$ cat config.mk
export PLATFORM = sky130hd
export DESIGN_NAME = mem_access_unit
export DESIGN_NICKNAME = d
export VERILOG_FILES = /design/src/rtl/mem_access_unit.sv
export SDC_FILE = /design/constraint.sdc
export NUM_CORES = 1
export LEC_CHECK = 0
export CORE_MARGIN = 10
export CORE_UTILIZATION = 26
export DETAILED_ROUTE_END_ITERATION = 12
export GPL_ROUTABILITY_DRIVEN = 0
export GPL_TIMING_DRIVEN = 1
export PLACE_DENSITY = 0.59
export SETUP_SLACK_MARGIN = 0.15
export SLEW_MARGIN = 40
export SYNTH_ARGS = -nofsm -noshare
export SYNTH_HDL_FRONTEND = slang
export SYNTH_SLANG_ARGS = --single-unit
$ cat constraint.sdc
create_clock -name clk -period 2.5 [get_ports clk]
set_clock_uncertainty 0.15 [all_clocks]
set_input_delay 0.5 -clock clk [delete_from_list [all_inputs] [get_ports clk]]
set_output_delay 0.5 -clock clk [all_outputs]
set_load 0.05 [all_outputs]
$ cat src/rtl/mem_access_unit.sv
// Data-memory access unit for the RV32 MEM stage: converts loads/stores into a
// gnt/ack bus transaction, stalls the pipeline until completion, flags bad accesses.
module mem_access_unit #(
  parameter int ADDR_W  = 32,
  parameter int TIMEOUT = 64,
  parameter int CNT_W   = $clog2(TIMEOUT + 1)
) (
  input  logic              clk,
  input  logic              rst,
  input  logic              req_valid,
  input  logic              req_we,
  input  logic [2:0]        req_funct3,
  input  logic [ADDR_W-1:0] req_addr,
  input  logic [31:0]       req_wdata,
  output logic              stall,
  output logic [31:0]       rdata,
  output logic              rdata_valid,
  output logic              misalign_err,
  output logic              bus_err,
  output logic              bus_req,
  output logic              bus_we,
  output logic [ADDR_W-1:0] bus_addr,
  output logic [31:0]       bus_wdata,
  output logic [3:0]        bus_wstrb,
  input  logic              bus_gnt,
  input  logic              bus_ack,
  input  logic [31:0]       bus_rdata
);

  typedef enum logic [1:0] {
    S_IDLE = 2'd0,
    S_REQ  = 2'd1,
    S_WAIT = 2'd2,
    S_DONE = 2'd3
  } state_t;

  state_t            state_r, state_s;
  logic              we_r;
  logic [2:0]        funct3_r;
  logic [ADDR_W-1:0] addr_r;
  logic [31:0]       wdata_r;
  logic [3:0]        wstrb_r;
  logic [CNT_W-1:0]  cnt_r;
  logic [31:0]       rdata_r;
  logic              rdata_valid_r;
  logic              bus_err_r;
  logic              legal_s;
  logic              accept_s;
  logic              misalign_s;
  logic              done_ok_s;
  logic              timeout_s;
  logic              cnt_hit_s;
  logic [35:0]       lanes_s;

  // Write strobes in [35:32], lane-replicated data in [31:0]; loads get no strobes.
  function automatic logic [35:0] store_lanes(input logic we, input logic [1:0] size,
                                              input logic [1:0] off, input logic [31:0] wd);
    logic [3:0]  strb;
    logic [31:0] data;
    case (size)
      2'b00: begin
        data = {4{wd[7:0]}};
        strb = 4'b0001 << off;
      end
      2'b01: begin
        data = {2{wd[15:0]}};
        strb = off[1] ? 4'b1100 : 4'b0011;
      end
      default: begin
        data = wd;
        strb = 4'b1111;
      end
    endcase
    if (!we) begin
      strb = 4'b0000;
    end else begin
      strb = strb;
    end
    return {strb, data};
  endfunction

  function automatic logic [31:0] load_extend(input logic [2:0] f3, input logic [1:0] off,
                                              input logic [31:0] word);
    logic [7:0]  b;
    logic [15:0] h;
    logic [31:0] res;
    case (off)
      2'b00:   b = word[7:0];
      2'b01:   b = word[15:8];
      2'b10:   b = word[23:16];
      default: b = word[31:24];
    endcase
    h = off[1] ? word[31:16] : word[15:0];
    case (f3)
      3'b000:  res = {{24{b[7]}}, b};
      3'b100:  res = {24'h00_0000, b};
      3'b001:  res = {{16{h[15]}}, h};
      3'b101:  res = {16'h0000, h};
      default: res = word;
    endcase
    return res;
  endfunction

  // Legality of the incoming funct3 and its address alignment.
  always_comb begin
    legal_s = 1'b0;
    case (req_funct3)
      3'b000:  legal_s = 1'b1;
      3'b001:  legal_s = ~req_addr[0];
      3'b010:  legal_s = (req_addr[1:0] == 2'b00);
      3'b100:  legal_s = ~req_we;
      3'b101:  legal_s = ~req_we & ~req_addr[0];
      default: legal_s = 1'b0;
    endcase
  end

  assign cnt_hit_s = (cnt_r == CNT_W'(TIMEOUT - 1));
  assign lanes_s   = store_lanes(req_we, req_funct3[1:0], req_addr[1:0], req_wdata);

  // Next-state logic; in REQ the timeout beats a late gnt, in WAIT the ack beats the timeout.
  always_comb begin
    state_s    = state_r;
    accept_s   = 1'b0;
    misalign_s = 1'b0;
    done_ok_s  = 1'b0;
    timeout_s  = 1'b0;
    case (state_r)
      S_IDLE: begin
        if (req_valid && legal_s) begin
          accept_s = 1'b1;
          state_s  = S_REQ;
        end else if (req_valid) begin
          misalign_s = 1'b1;
        end else begin
          state_s = S_IDLE;
        end
      end
      S_REQ: begin
        if (cnt_hit_s) begin
          timeout_s = 1'b1;
          state_s   = S_DONE;
        end else if (bus_gnt) begin
          state_s = S_WAIT;
        end else begin
          state_s = S_REQ;
        end
      end
      S_WAIT: begin
        if (bus_ack) begin
          done_ok_s = 1'b1;
          state_s   = S_DONE;
        end else if (cnt_hit_s) begin
          timeout_s = 1'b1;
          state_s   = S_DONE;
        end else begin
          state_s = S_WAIT;
        end
      end
      S_DONE:  state_s = S_IDLE;
      default: state_s = S_IDLE;
    endcase
  end

  // State, request latches, timeout counter and completion results.
  always_ff @(posedge clk or negedge rst) begin
    if (!rst) begin
      state_r       <= S_IDLE;
      we_r          <= 1'b0;
      funct3_r      <= 3'b000;
      addr_r        <= '0;
      wdata_r       <= 32'h0000_0000;
      wstrb_r       <= 4'b0000;
      cnt_r         <= '0;
      rdata_r       <= 32'h0000_0000;
      rdata_valid_r <= 1'b0;
      bus_err_r     <= 1'b0;
    end else begin
      state_r       <= state_s;
      rdata_valid_r <= done_ok_s & ~we_r;
      bus_err_r     <= timeout_s;
      if (accept_s) begin
        we_r     <= req_we;
        funct3_r <= req_funct3;
        addr_r   <= req_addr;
        wdata_r  <= lanes_s[31:0];
        wstrb_r  <= lanes_s[35:32];
        cnt_r    <= '0;
      end else if (state_r == S_REQ || state_r == S_WAIT) begin
        cnt_r <= cnt_r + CNT_W'(1);
      end
      if (done_ok_s && !we_r) begin
        rdata_r <= load_extend(funct3_r, addr_r[1:0], bus_rdata);
      end else if (timeout_s || misalign_s) begin
        rdata_r <= 32'h0000_0000;
      end
    end
  end

  assign stall        = accept_s | (state_r == S_REQ) | (state_r == S_WAIT);
  assign misalign_err = misalign_s;
  assign rdata        = misalign_s ? 32'h0000_0000 : rdata_r;
  assign rdata_valid  = rdata_valid_r;
  assign bus_err      = bus_err_r;
  assign bus_req      = (state_r == S_REQ);
  assign bus_we       = we_r;
  assign bus_addr     = {addr_r[ADDR_W-1:2], 2'b00};
  assign bus_wdata    = wdata_r;
  assign bus_wstrb    = wstrb_r;

endmodule

Yosys cells after proc, flatten, opt, wreduce, memory -nomap -nowiden. Cells that the tools add are included.

Multiplexer cells: 30. Reduce and logical (&&, ||, !) cells: 13. Shifts and indexed selects: 1. Add/sub/neg operators: 1. Equal/unequal tests: 15. Bitwise gates (word level): 7.

Operators with widths (count): 32-bit one-hot mux with 4 select lines (1); 32-bit two-way mux (3); 32-bit one-hot mux with 2 select lines (1); 8-bit one-hot mux with 3 select lines (1); 16-bit two-way mux (1); 7-bit two-way mux (2); 3-bit equality test (second input constant) (4); 1-bit two-way mux (11); 2-bit zero test (4); 2-bit two-way mux (4); 4-bit two-way mux (2); 2-bit one-hot mux with 4 select lines (1); 4-bit one-hot mux with 2 select lines (1); 7-bit by 1-bit adder with 7-bit output (second input constant) (1); 7-bit by 6-bit equality test with 1-bit output (second input constant) (1); 2-bit by 1-bit equality test with 1-bit output (second input constant) (3); 2-bit equality test (second input constant) (3); 3-bit by 1-bit equality test with 1-bit output (second input constant) (2); 3-bit zero test (2); 1-bit one-hot mux with 5 select lines (1); 2-bit nonzero test (2); 1-bit by 2-bit << shifter with 4-bit output (first input constant) (1); 3-bit by 2-bit equality test with 1-bit output (second input constant) (1); 3-bit != test (second input constant) (1); other kinds (7) (13).

Bits of input ports: 105. Logic and storage cells: 77. Flip-flop bits (word level): 115.

Depth between registers and ports, before layout.
Depth after elaboration: 9. Depth in mapped cells: 9. Gate-level depth less buffers: 7.

Worst setup path after synthesis. No wires, ideal clock.

Path kind: input -> output. Start point: input req_funct3[2]. End point: output rdata[25]. Data required time: 1.850 ns. Path buffers: 2. Arrival time: 2.565 ns. Stages: 5. Setup slack: -0.715 ns. Path through: or4_4 -> and3b_1 -> buf_6 -> clkbuf_1 -> nor2b_1.

Word-level cells in the longest chain between the ends: 6. Elaborated cells on any way between the ends: 10. Those cells by class: 4 x eq/ne; 4 x mux; 2 x reduce/logical.

RTL lines: start: declaration (line 12) `input logic [2:0] req_funct3,`; 3-bit equality test, or another cell as far along (line 107) `case (req_funct3)`; 1-bit one-hot mux with 5 select lines (*) (line 107); 1-bit logical AND (*) (line 129) `if (req_valid && legal_s) begin`; 1-bit two-way mux (*) (line 129); 1-bit two-way mux (*) (line 127) `case (state_r)`; net misalign_err (line 18) `output logic misalign_err,`; 32-bit two-way mux (*) (line 201) `assign rdata = misalign_s ? 32'h0000_0000 : rdata_r;`; end: declaration (line 16) `output logic [31:0] rdata,`.

Mark *: on every way through the listed nets, which the timed path passes. The rest lies on a longest branch.

Worst setup path in the final report.
Start point: input req_funct3[0]. End point: output rdata[7].

Word-level cells in the longest chain between the ends: 6. Elaborated cells on any way between the ends: 10. Those cells by class: 4 x eq/ne; 4 x mux; 2 x reduce/logical.

RTL lines (line): 3-bit equality test, or another cell as far along (107); 1-bit one-hot mux with 5 select lines (*) (107); 1-bit logical AND (*) (129); 1-bit two-way mux (*) (129); 1-bit two-way mux (*) (127); 32-bit two-way mux (*) (201).

Every way passes the cells marked *; elsewhere a longest branch is shown, timed or not.

==> metrics.md <==
| Metric | Value |
|---|---|
| Antenna violations before repair | `2` |
| Smallest hold slack | `279.0 ps` |
| Final ANT Viol Nets | `0` |
| Maximum VDD drop | `0.7025 mV` |
| Cell taking the most area after synthesis | `dfrtp_1` |
| I/O Buffers | `208` |
| Most used flip-flop cell after synthesis | `dfrtp_1` |
| GRT overflow | `0` |
| Clock power frac | `19.0%` |
| Failing checks | `setup timing` |
| Synth top area share | `50.04%` |
| Type of the worst setup path | `primary input to output port` |
| Yosys reg bits | `115` |
| R2R Setup Slk | `140 ps` |
| RSZ-0062 raised after global routing | `yes` |
| Clock Sinks | `115` |
| Core Rows | `54` |
| Die X | `168.7 um` |
| Switching Share | `44.19%` |
| Global-route wire length before repair | `31120 um` |
| CP arrival | `1930 ps` |
| Finish-stage setup viols | `33` |
| Final period utilization | `103.3%` |
| Routed len/inst | `18.23 um` |
| FMAX | `387.2 MHz` |
| CTS Buf Count | `17` |
| Layout cell share with drive strength beyond 1 | `22.39%` |
| Hold Path Class | `primary input to flop` |
| Slew Limit Fails | `0` |
| Deepest clock path buffer count | `2` |
| Number of synthesized flops with an enable pin | `0` |
| Crit path required time | `1850 ps` |
| Vias per inst | `4.563` |
| Worst-path fanout max | `7` |
| Cell-internal power | `7.577 mW` |
| Die area | `0.02847 mm2` |
| Clock period minus worst slack | `2583 ps` |
| Ports | `211` |
| Gate power share | `57.1%` |
| Fin area | `0.009784 mm2` |
| Sequential share of the synthesized area | `50.04%` |
| Netlist Area Pre-Place | `0.005751 mm2` |
| Synth unique cells | `43` |
| # DRC | `0` |
| GR Util All Layers | `14.04%` |
| Largest net degree at the start of global routing | `47` |
| Worst-path clk slew | `50 ps` |
| Synth cell count leaders | `nand2_1, dfrtp_1, o21ai_0` |
| Detailed Routing Iterations Pass 1 | `4` |
| PD cells | `1388 mW/mm2` |
| Layout Nets | `941` |
| Max-Cap Viols | `0` |
| Worst-Skew Late Latency | `410 ps` |
| H-tree levels | `4` |
| Filler cells | `2079` |
| Final wirelength | `20520 um` |
| Synth warn | `0` |
| Worst slew margin | `60.62%` |
| Inst Count DP | `1077` |
| TritonCTS clock tree | `done` |
| P_sw | `6.000 mW` |
| Starting density of the core | `26.35%` |
| Least-Margin Pin Slew | `588.8 ps` |
| Flop pwr share | `23.9%` |
| Total core area | `0.02182 mm2` |
| Outcome | `finished, violations left` |
| Top-count cell post-synth | `nand2_1` |
| DR iter-0 viols | `278` |
| Estimated wirelength of the detail-placed design | `15100 um` |
| Vias | `5138` |
| Vias in the first global route | `5218` |
| Die H | `168.7 um` |
| Share of flip-flops with an asynchronous set or reset | `100.0%` |
| Filler-free cell count of the finished design | `1126` |
| CTS root buffer | `clkbuf_16` |
| Post-layout worst setup margin | `-82.98 ps` |
| CP endpoint kind | `output port` |
| Hold Fails Final Rpt | `0` |
| Leakage | `4.306 nW` |
| Post-place instance area | `0.008798 mm2` |
| Crit start category | `primary input` |
| Syn Area/Cell | `9.381 um2` |
| Area growth syn-to-layout | `70.15%` |
| Largest cells by area after synthesis | `dfrtp_1, nand2_1, mux2i_1` |
| Post-Synthesis Cells | `613` |
[cell usage in the layout (no fill, tap or decap), types with 7 or more instances in the layout]
cell | synthesis | final
a21oi_1 | 21 | 20
a221o_1 | 18 | 18
a22o_1 | 8 | 8
a2bb2oi_1 | 7 | 7
buf_12 | 0 | 45
buf_4 | 33 | 45
clkbuf_16 | 0 | 18
clkdlybuf4s50_1 | 0 | 164
dfrtp_1 | 115 | 115
inv_1 | 9 | 7
mux2i_1 | 32 | 32
nand2_1 | 169 | 168
nor2_1 | 19 | 18
nor2b_4 | 0 | 32
o21ai_0 | 51 | 51
o22ai_1 | 8 | 8
or3_1 | 10 | 9
[cell families (layout without fill, tap and decap cells)]
family | Yosys count | count (layout) | share of synthesized area, %
AOI/OAI and AO/OA | 130 | 130 | 15.45
xor gates and xnor gates | 4 | 4 | 0.6093
adders and majority gates | 5 | 5 | 1.088
buffers and inverters | 80 | 310 | 7.920
DFF | 115 | 115 | 50.04
muxes | 34 | 34 | 6.158
other | 1 | 4 | 0.06521
and+or+nand+nor | 244 | 244 | 18.67
[worst paths after layout]
kind,to,cells past startpoint,start
worst min-delay path,funct3_r[2],4,req_funct3[2]
min in group asynchronous,rdata_r[28],2,rst
worst max-delay path,rdata[7],7,req_funct3[0]
worst min register to register,bus_wdata[3],2,bus_wdata[3]
worst max register to register,rdata_r[11],11,flop
max in group asynchronous,addr_r[14],3,rst
[area by class of cell]
| class | instances | area [um2] | area share, % |
|---|---|---|---|
| multi-input combinational | 419 | 2825 | 28.87 |
| tap | 280 | 350.3 | 3.581 |
| clock inverter | 9 | 125.1 | 1.279 |
| antenna | 2 | 5.005 | 0.05115 |
| timing repair buffer | 268 | 3065 | 31.33 |
| inverter | 10 | 37.54 | 0.3836 |
| sequential | 115 | 2878 | 29.41 |
| clock buffer | 23 | 498.0 | 5.090 |
[routing by layer]
layer | part of all wire [%] | up-vias | GRT usage [%]
met5 | 0.17 | - | 0
met4 | 0.72 | 4 | 3.520
met3 | 11 | 15 | 7.434
met2 | 44 | 178 | 20.79
met1 | 43 | 2441 | 17.50
li1 | - | 2500 | -
[metrics by stage]
stage	setup TNS, ps	util [%]	power (mW)	setup WS [ps]
2_1_floorplan	-186.3	-	8.023	-20.70
3_3_place_gp	-23590	40.24	10.61	-365.6
3_5_place_dp	-22660	40.32	10.65	-372.9
4_1_cts	-2704	44.19	13.55	-95.58
5_1_grt	-4412	44.81	14.27	-147.4
6_report	-2112	44.83	13.58	-82.98
[power by group through the flow]
stage / Clock [mW] / Sequential, mW / Combinational, mW
detailed placement: 0 / 3.24 / 7.41
global route: 2.73 / 3.37 / 8.18
global placement: 0 / 3.23 / 7.37
CTS: 2.63 / 3.24 / 7.68
finish: 2.57 / 3.25 / 7.75
floorplan: 0 / 4.13 / 3.90
[flip-flops by register name, summed over array words and instances, names as in the netlist, 3 cells and up, named ones only]
register / cells
funct3_r: 3
bus_wdata: 32
bus_wstrb: 4
rdata_r: 32
cnt_r: 7
addr_r: 32
[critical path, stage by stage]
cell and delay, ps:
buf_6 90, or4_4 520, and3b_4 240, buf_6 140, buf_12 140, nor2b_4 140
buf_12 150
[timing repair]
item,CTS,global route
gates cloned,2,1
buffers inserted,10,1
hold endpoints to repair,34,0
resized for setup,41,13
hold buffers,1,0
setup endpoints to repair,36,51
pin swaps,6,12
Note: power is estimated with default switching activity, not from simulation.
==> RTL change: new RTL, same settings <==
`TIMEOUT`: 64 -> 128.
--- a/src/rtl/mem_access_unit.sv
+++ b/src/rtl/mem_access_unit.sv
@@ -2,7 +2,7 @@
 // gnt/ack bus transaction, stalls the pipeline until completion, flags bad accesses.
 module mem_access_unit #(
   parameter int ADDR_W  = 32,
-  parameter int TIMEOUT = 64,
+  parameter int TIMEOUT = 128,
   parameter int CNT_W   = $clog2(TIMEOUT + 1)
 ) (
   input  logic              clk,
Formal check against the unedited RTL: no difference found for any inputs over 4 cycles, from zero or initial values and one cycle with rst low; that may be too few to reach the edited logic, so the function may still have changed.
==> RTL change against the original RTL <==
- register-to-register slack gained 0.16 ns
- non-clock buffer count shrank 7
- synthesized area grew 3.2%
- global-route usage grew 0.41 points
- worst setup slack lost 0.20 ns
- critical path type is now register to output pin
- critical endpoint is now rdata[6]
- design area shrank 2.2%
- wire length grew 2.5%
- total power shrank 6.1%
- first-iteration DRC count grew 23%
- sequential cell count grew 1
- the flow still finishes with violations (negative setup slack)
==> RTL change: results (changes against the original RTL) <==
- Status: complete, but fails checks
- Violated checks: negative setup slack
- Global-route met3 utilization: 3.48% (-4.0 points)
- Transition time at the pin with the least slew margin: 0.680 ns (+0.0916 ns)
- Initial antenna violation count: 3 (+1)
- Vias: 5033 (-2.0%)
- Count of clock buffers in the final design: 19 (-17%)
- Setup Crit Path Kind: register to output pin
- Portion of the layout cell area used by non-clock buffers: 30.4% (-0.90 points)
- Clock network contribution to total cell area: 6.25% (-0.12 points)
- Post-DP HPWL: 15500 um (+2.5%)
- Setup ws final: -0.279 ns (-0.196 ns)
- Area contributors post-synth: sky130_fd_sc_hd__dfrtp_1 (49%), sky130_fd_sc_hd__mux2_1 (8.0%), sky130_fd_sc_hd__mux2i_1 (4.4%)
- Max IR drop VDD: 0.673 mV (-4.2%)
- Buffers outside the clock class: 261 (-2.6%)
- Hold Path Stages: 2 (-2)
- Antenna fix cells: 5 (+3)
- Global routing met1 resource utilization: 17.3% (-0.18 points)
- Static leakage: 0.00421 uW (-2.4%)
- Pre-Repair DR Iteration Count: 5 (+1)
- Top Layer Used: met4
- Total wirelength of the detailed-routed design: 21000 um (+2.5%)
- Via count of the first global-routing pass: 5220 (+0.038%)
- Share of final-layout standard cells stronger than drive strength 1: 22.3% (-0.13 points)
- Number of endpoints failing setup at the final stage: 34 (+3.0%)
- Drt initial violations: 343 (+23%)
- Synthesized instance count: 573 (-6.5%)
- Register area share after synthesis: 48.9% (-1.1 points)
-- RTL change: kinds of logic (layout without fill, tap and decap cells) --
kind of cell / count (synthesis) / in the layout / share of synthesized area [%]
AOI/OAI and AO/OA: 103 / 103 / 11.7
xor gates and xnor gates: 7 / 7 / 1.03
adders and majority gates: 5 / 5 / 1.05
buffers and inverters: 79 / 300 / 7.70
DFF: 116 / 116 / 48.9
muxes: 71 / 71 / 12.9
other: 1 / 7 / 0.0632
and+or+nand+nor: 191 / 191 / 16.6
-- RTL change: through the flow --
stage | worst slack, ns | hold slack (ns) | cell area, um2
floorplan | 0.0924 | 0.0544 | 5960
global placement | -0.296 | 0.298 | 8660
detailed placement | -0.310 | 0.296 | 8670
CTS | -0.284 | 0.331 | 9540
global route | -0.338 | 0.263 | 9560
finish | -0.279 | 0.244 | 9570
